===== src/rtl/tbt_accumulator.sv =====
// Initiator-side sequencer that folds a stream of 2x2 FP32 matrices into a running sum via an external 2x2 adder.
// Optional watchdog on the adder handshake is enabled by defining TBT_ACC_TIMEOUT_EN.
module tbt_accumulator #(
  parameter int COUNT_W = 8,
  parameter int TIMEOUT = 1024
) (
  input  logic               clk,
  input  logic               reset,
  input  logic               in_valid,
  input  logic [127:0]       in_data,
  input  logic               in_last,
  output logic               in_ready,
  output logic               add_A_stb,
  output logic               add_B_stb,
  output logic [127:0]       add_A,
  output logic [127:0]       add_B,
  input  logic               add_result_ready,
  input  logic [127:0]       add_result,
  output logic               add_result_ack,
  output logic               sum_valid,
  output logic [127:0]       sum_data,
  output logic [COUNT_W-1:0] sum_count,
  output logic               sum_err,
  input  logic               sum_ack
);

  typedef enum logic [2:0] {
    S_IDLE    = 3'd0,
    S_ACCEPT  = 3'd1,
    S_ISSUE   = 3'd2,
    S_RELEASE = 3'd3,
    S_DONE    = 3'd4
  } state_t;

  state_t               state_r;
  state_t               state_s;
  logic [127:0]         acc_r;
  logic [127:0]         op_r;
  logic [COUNT_W-1:0]   count_r;
  logic                 last_f_r;
  logic                 stb_r;
  logic                 ack_r;
  logic                 valid_r;
  logic                 tmr_hit_s;

  // Next-state decode; the awaited handshake edge always wins over the watchdog.
  always_comb begin
    state_s = state_r;
    case (state_r)
      S_IDLE: begin
        if (in_valid) state_s = in_last ? S_DONE : S_ACCEPT;
        else          state_s = S_IDLE;
      end
      S_ACCEPT: begin
        if (in_valid) state_s = S_ISSUE;
        else          state_s = S_ACCEPT;
      end
      S_ISSUE: begin
        if (add_result_ready) state_s = S_RELEASE;
        else if (tmr_hit_s)   state_s = S_DONE;
        else                  state_s = S_ISSUE;
      end
      S_RELEASE: begin
        if (!add_result_ready) state_s = last_f_r ? S_DONE : S_ACCEPT;
        else if (tmr_hit_s)    state_s = S_DONE;
        else                   state_s = S_RELEASE;
      end
      S_DONE: begin
        if (sum_ack) state_s = S_IDLE;
        else         state_s = S_DONE;
      end
      default: state_s = S_IDLE;
    endcase
  end

  // State register.
  always_ff @(posedge clk or negedge reset) begin
    if (!reset) state_r <= S_IDLE;
    else        state_r <= state_s;
  end

  // Datapath: accumulator, pending operand, saturating matrix count and last flag.
  always_ff @(posedge clk or negedge reset) begin
    if (!reset) begin
      acc_r    <= 128'd0;
      op_r     <= 128'd0;
      count_r  <= '0;
      last_f_r <= 1'b0;
    end else begin
      case (state_r)
        S_IDLE: begin
          if (in_valid) begin
            acc_r   <= in_data;
            count_r <= COUNT_W'(1);
          end
        end
        S_ACCEPT: begin
          if (in_valid) begin
            op_r     <= in_data;
            last_f_r <= in_last;
            if (count_r != {COUNT_W{1'b1}}) count_r <= count_r + COUNT_W'(1);
          end
        end
        S_ISSUE: begin
          if (add_result_ready) acc_r <= add_result;
        end
        default: ;
      endcase
    end
  end

  // Handshake outputs registered from the next state so they line up with the state register.
  always_ff @(posedge clk or negedge reset) begin
    if (!reset) begin
      stb_r   <= 1'b0;
      ack_r   <= 1'b0;
      valid_r <= 1'b0;
    end else begin
      stb_r   <= (state_s == S_ISSUE);
      ack_r   <= (state_s == S_RELEASE);
      valid_r <= (state_s == S_DONE);
    end
  end

`ifdef TBT_ACC_TIMEOUT_EN
  localparam int TW = $clog2(TIMEOUT + 1);

  logic [TW-1:0] tmr_r;
  logic          err_r;
  logic          wait_s;
  logic          err_set_s;

  assign wait_s    = (state_r == S_ISSUE) || (state_r == S_RELEASE);
  assign tmr_hit_s = wait_s && (tmr_r == TW'(TIMEOUT - 1));
  assign err_set_s = tmr_hit_s &&
                     (((state_r == S_ISSUE) && !add_result_ready) ||
                      ((state_r == S_RELEASE) && add_result_ready));

  // Watchdog restarts on every state change so each handshake phase gets the full budget.
  always_ff @(posedge clk or negedge reset) begin
    if (!reset)                              tmr_r <= '0;
    else if (wait_s && (state_s == state_r)) tmr_r <= tmr_r + TW'(1);
    else                                     tmr_r <= '0;
  end

  // Error flag sticks until the consumer acknowledges the aborted sum.
  always_ff @(posedge clk or negedge reset) begin
    if (!reset)                                 err_r <= 1'b0;
    else if (err_set_s)                         err_r <= 1'b1;
    else if ((state_r == S_DONE) && sum_ack)    err_r <= 1'b0;
    else                                        err_r <= err_r;
  end

  assign sum_err = err_r;
`else
  assign tmr_hit_s = 1'b0;
  assign sum_err   = 1'b0;
`endif

  // in_ready is gated by reset so it reads 0 while reset is held, 1 immediately after release.
  assign in_ready       = reset && ((state_r == S_IDLE) || (state_r == S_ACCEPT));
  assign add_A_stb      = stb_r;
  assign add_B_stb      = stb_r;
  assign add_A          = acc_r;
  assign add_B          = op_r;
  assign add_result_ack = ack_r;
  assign sum_valid      = valid_r;
  assign sum_data       = acc_r;
  assign sum_count      = count_r;

endmodule

===== config.mk =====
export PLATFORM = sky130hd
export DESIGN_NAME = tbt_accumulator
export DESIGN_NICKNAME = d
export VERILOG_FILES = /design/src/rtl/tbt_accumulator.sv
export SDC_FILE = /design/constraint.sdc
export NUM_CORES = 1
export LEC_CHECK = 0
export CAP_MARGIN = 20
export CORE_AREA = 2 2 260 262
export DETAILED_ROUTE_END_ITERATION = 12
export DIE_AREA = 0 0 262 264
export SYNTH_ARGS = -nofsm -noshare
export SYNTH_HDL_FRONTEND = slang
export SYNTH_SLANG_ARGS = --single-unit

===== constraint.sdc =====
create_clock -name clk -period 1.9 [get_ports clk]
set_clock_uncertainty 0.2 [all_clocks]
set_input_delay 0.38 -clock clk [delete_from_list [all_inputs] [get_ports clk]]
set_output_delay 0.38 -clock clk [all_outputs]
set_load 0.01 [all_outputs]

==> Word level (Yosys, flattened, before mapping) <==
Cells that the tools add are included.
{ "word_totals": {"register_bits": 271, "out_inout_bits": 398, "wordCells": 44} }
{ "classes": {"addsub": 1, "eq_ne": 12, "n_mux": 15, "n_reduce_logical": 8} }
{ "ops": {"columns": ["op", "n"], "rows": [
  ["128-bit 2-to-1 mux", 2],
  ["128-bit case mux with 2 select lines", 1],
  ["8-bit 2-to-1 mux", 3],
  ["8-bit case mux with 2 select lines", 1],
  ["3-bit 2-to-1 mux", 5],
  ["3-bit case mux with 5 select lines", 1],
  ["3-bit by 2-bit == test with 1-bit output (second input constant)", 4],
  ["8-bit by 1-bit adder with 8-bit output (second input constant)", 1],
  ["2-bit != test (second input constant)", 4],
  ["8-bit != test (second input constant)", 1],
  ["3-bit == test (second input constant)", 2],
  ["4-bit AND reduction", 1],
  ["2-bit nonzero test", 2],
  ["3-bit by 1-bit == test with 1-bit output (second input constant)", 1],
  ["3-bit zero test", 1],
  ["3-bit AND reduction", 1],
  ["2-bit 2-to-1 mux", 1],
  ["2-bit AND reduction", 1],
  ["1-bit logical AND", 1],
  ["1-bit logical OR", 1],
  ["1-bit 2-to-1 mux", 1]
]} }

==> Depth between registers and ports, before layout <==
Gate-level depths: netlist of run 1.
{ "depth": {"depth_word": 4, "depth_mapped": 8} }

==> Worst setup path before layout of run 1 <==
No wires, ideal clock.
{ "synth_timing": {"kind": "reg-to-reg", "startpoint": "register state_r[1]", "endpoint": "register count_r[5] (netlist: sum_count[5])", "setup_time_ns": 0.126, "t_arrival_ns": 1.513, "t_required_ns": 1.574, "path_slack_ns": 0.061, "path_stages_with_launch": 6, "n_path_buf": 1, "synth_period_minus_slack_ns": 1.839, "cell_sequence": "dfrtp_1 > buf_2 > or3b_2 > nor2_1 > nor2_1 > a221o_1"} }
{ "synth_between": {"elab_chain_cells": 3} }
{ "synth_rtl": {"columns": ["element", "line", "text"], "rows": [
  ["from (decl)", "35", "state_t state_r;"],
  ["from (signal assigned)", "79", "else state_r <= state_s;"],
  ["3-bit by 1-bit == test with 1-bit output / 3-bit zero test (equally long branches)", "90", "case (state_r)"],
  ["2-bit != test (no line) / 2-bit nonzero test (equally long branches)", null, null],
  ["4-bit AND reduction (no line)", null, null],
  ["to (signal assigned)", "101", "if (count_r != {COUNT_W{1'b1}}) count_r <= count_r + COUNT_W'(1);"],
  ["to (decl)", "39", "logic [COUNT_W-1:0] count_r;"]
]} }
Parallel ways exist; a longest one is shown, timed or not.
A chain may end at the register's enable or synchronous reset.

==> Final worst setup path of run 1 <==
{ "layout_timing": {"startpoint": "register state_r[2]", "endpoint": "register acc_r[35] (netlist: add_A[35])"} }
{ "layout_between": {"elab_chain_cells": 3} }
{ "layout_rtl": {"columns": ["element", "line", "text"], "rows": [
  ["3-bit by 2-bit == test with 1-bit output / 3-bit zero test (equally long branches)", "90", null],
  ["2-bit != test (no line) / 2-bit nonzero test (equally long branches)", null, null],
  ["3-bit AND reduction (no line)", null, null],
  ["to (signal assigned)", "93", "acc_r <= in_data;"],
  ["to (signal assigned)", "105", "if (add_result_ready) acc_r <= add_result;"],
  ["to (decl)", "37", "logic [127:0] acc_r;"]
]} }
Parallel ways exist; a longest one is shown, timed or not.

==> flow_metrics.tcl, run 1 <==
set metrics [dict create \
    grt_pass1_vias 10700 \
    cts_tree "done" \
    die_w_um 262 \
    worstPathArrival_ns 2.12 \
    drv_slew 0 \
    peakVddDrop_mv 0.721 \
    num-fill-cells 6854 \
    ys_types 43 \
    yosys_warnings 0 \
    core_area_mm2 0.0666 \
    gp_congestion 0.810 \
    ys_seq_area_share_pct 54.7 \
    p_switching_mw 12.2 \
    wl_met1_mm 19.1 \
    cts_buffer_depth 3 \
    rsz0062_at_grt "true" \
    wl_per_cell_um 18.3 \
    fin_crit_sh_pct 101 \
    status "finished with violations" \
    path_max_fanout 16 \
    async_reset_ff_share_pct 100 \
    cts.sinks 271 \
    routed-wl-met3_mm 3.73 \
    synth_edf_count 0 \
    whs_ns 0.279 \
    syn_avg_cell_area_um2 11.9 \
    ys_ff_latch 271 \
    drive_above_1_share_pct 22.9 \
    synth_top_area_share_pct 54.7 \
    grt_overflow_total 0 \
    seq_power_share_pct 32.0 \
    synth.most_common_cell "dfrtp_1" \
    cts_made_buffers 35 \
    drt-total-wl_mm 46.8 \
    hold_class "primary input to flip-flop" \
    powerDensity_mw_per_mm2 1590 \
    layout_min_cycle_time_ns 1.92 \
    crit_required_ns 2.09 \
    grt_max_degree 118 \
    yosys-top-cells-area "dfrtp_1 55%, mux2_2 12%, mux2i_1 11%, buf_4 8.7%, nand2_1 4.0%" \
    synth_common_cells "271 x dfrtp_1, 143 x buf_4, 132 x nand2_1, 130 x mux2i_1, 129 x mux2_2" \
    violations "negative setup slack" \
    clock_latency_ns 0.53 \
    synth_top_area_cell "dfrtp_1" \
    topRoutingLayerUsed "met5" \
    row_count 95 \
    fin_cells 2562 \
    p_leak_nw 9.41 \
    grtUsageTotal_pct 12.9 \
    synthFlopType "dfrtp_1" \
    tightestPinTransition_ns 0.727 \
    syn_inst 1041 \
    clk_pin_slew_ns 0.06 \
    dp.cells 2455 \
    worstSetupStartpointType "flip-flop" \
    cts.htree.levels 2 \
    combPwrFrac_pct 47.8 \
    die_h_um 264 \
    synth_nets 1304 \
    initial_core_util_pct 18.6 \
    drc 0 \
    dpl.hpwl_mm 34.5 \
    fin_tns_setup_ns -0.0722 \
    fmax_mhz 520 \
    vias_per_cell 3.93 \
    swShare_pct 37.0 \
    setup_violations 8 \
    route.vias.total 10100 \
    grt_pass1_wl_mm 67.3 \
    io_pins 660 \
    numPortBuffers 658 \
    endpoint_kind "flip-flop" \
    crit_type "flip-flop to flip-flop" \
    setup_ws_ns -0.0235 \
    antenna_found_initial 7 \
    clkPwrFrac_pct 20.2 \
    ant_nets 0 \
    cts_root_buffer "clkbuf_16" \
    drv_cap 0 \
    slew-limit-headroom_pct 51.5 \
    syn_to_final_growth_pct 67.4 \
    first_pass_iters 4 \
    wl_met2_mm 22.3 \
    netlist_area_mm2 0.0124 \
    hold_viol_final 0 \
    final_nets 1927 \
    p_int_mw 20.8 \
    drt_iter0_markers 448 \
    dieArea_mm2 0.0692 \
]
==> per-layer routing <==
metal  track usage (%)  up-vias
met1              16.0     4812
met4              4.83        2
met2              21.7      428
met5                 0        -
met3              3.18       90
li1                  -     4731
==> critical path: stages (launching register included) <==
cell     delay (ns)
dfrtp_2        0.45
nor3b_4        0.23
buf_12         0.16
buf_16         0.17
buf_12         0.18
mux2i_4        0.28
o21ai_1        0.08
==> flip-flops by register name, summed over array words and instances, names as in the netlist <==
name            cells
last_f_r            1
sum_count           8
add_A_stb           1
state_r             3
add_A             128
add_result_ack      1
add_B             128
sum_valid           1
==> power by group through the flow <==
stage                     clock network (mW)  logic, mW  registers (mW)
after floorplan                            0       7.28            11.6
after global placement                     0       17.4            10.9
after detailed placement                   0       17.5            11.0
after CTS                               6.90       15.9            10.6
after global routing                    7.20       17.2            11.0
final                                   6.68       15.8            10.6
==> per-stage QoR <==
stage | worst slack [ns] | instance area [um^2] | utilization (%) | total power, mW
floorplan | 0.0611 | 12400 | - | 18.8
global placement | -0.351 | 19500 | 29.3 | 28.3
detailed placement | -0.371 | 19500 | 29.3 | 28.5
CTS | -0.101 | 20600 | 30.9 | 33.4
global route | -0.0937 | 20700 | 31.1 | 35.3
finish | -0.0235 | 20700 | 31.2 | 33.1
==> layout by cell type, fill, tap and decap left out, types with 3 or more instances in the layout <==
| master | synthesis | routed |
|---|---|---|
| dlygate4sd2_1 | 0 | 340 |
| clkdlybuf4s50_1 | 0 | 260 |
| dfrtp_1 | 271 | 247 |
| mux2_2 | 129 | 129 |
| nand2_1 | 132 | 126 |
| mux2i_1 | 130 | 114 |
| o21ai_0 | 93 | 91 |
| buf_4 | 143 | 82 |
| o21ai_1 | 40 | 42 |
| clkbuf_16 | 0 | 37 |
| buf_2 | 19 | 27 |
| clkdlybuf4s15_1 | 0 | 25 |
| dfrtp_2 | 0 | 24 |
| buf_6 | 7 | 20 |
| buf_12 | 0 | 16 |
| mux2i_2 | 0 | 12 |
| clkbuf_1 | 21 | 8 |
| a21oi_1 | 7 | 7 |
| nand2_2 | 0 | 6 |
| clkbuf_8 | 0 | 6 |
| nor3_1 | 5 | 5 |
| mux2i_4 | 0 | 4 |
| nand3_1 | 4 | 4 |
| clkinv_2 | 0 | 4 |
| inv_1 | 3 | 3 |
| nor2_1 | 4 | 3 |
| and3_1 | 3 | 3 |
==> path summary, 6_finish.rpt <==
| kind | end | startpoint | slack, ns | depth (start not counted) |
|---|---|---|---|---|
| worst max-delay path | add_A[35] | state_r[2] | -0.02 | 6 |
| worst min-delay path | add_A[32] | add_result[32] | 0.28 | 3 |
| worst max register to register | add_A[35] | state_r[2] | -0.02 | 6 |
| worst min register to register | add_B[110] | add_B[110] | 0.30 | 1 |
| max in group asynchronous | add_A[64] | reset | 0.48 | 4 |
| min in group asynchronous | add_B[4] | reset | 0.34 | 4 |
==> cell type report <==
cell class	count	area [um^2]	share of cell area, %
timing repair buffer	777	7250	35.0
sequential	271	6810	32.8
multi-input combinational	576	4420	21.3
tap	873	1090	5.27
clock buffer	51	1040	5.01
clock inverter	9	105	0.507
inverter	3	11.3	0.0543
antenna	2	5.00	0.0241
==> what timing repair did <==
| action | in CTS | in global routing |
|---|---|---|
| buffers inserted | 40 | 4 |
| gates resized for setup | 541 | 57 |
| endpoints found under the setup margin | 409 | 128 |
| hold endpoints to repair | 271 | 0 |
| hold buffers | 1 | 0 |
| gates cloned | 1 | 0 |
| pin swaps | 0 | 1 |
==> logic make-up (layout without fill, tap and decap cells) <==
family	Yosys count	in the layout	synth area share, %
adder cells (fa/ha/maj)	1	1	0.101
buffers and inverters	194	840	10.8
AO/OA/AOI/OAI	150	150	6.32
multiplexers	259	259	22.2
AND/OR/NAND/NOR	163	163	5.62
flip-flops	271	271	54.7
other	1	3	0.0303
XOR/XNOR	2	2	0.141
Note: power is estimated with default switching activity, not from simulation.
==> inputs of run 2 (changes only) <==
Settings changed: SLEW_MARGIN set to 15.
==> results of run 2 <==
The final DEF is identical to that of run 1; final timing and power are the same.
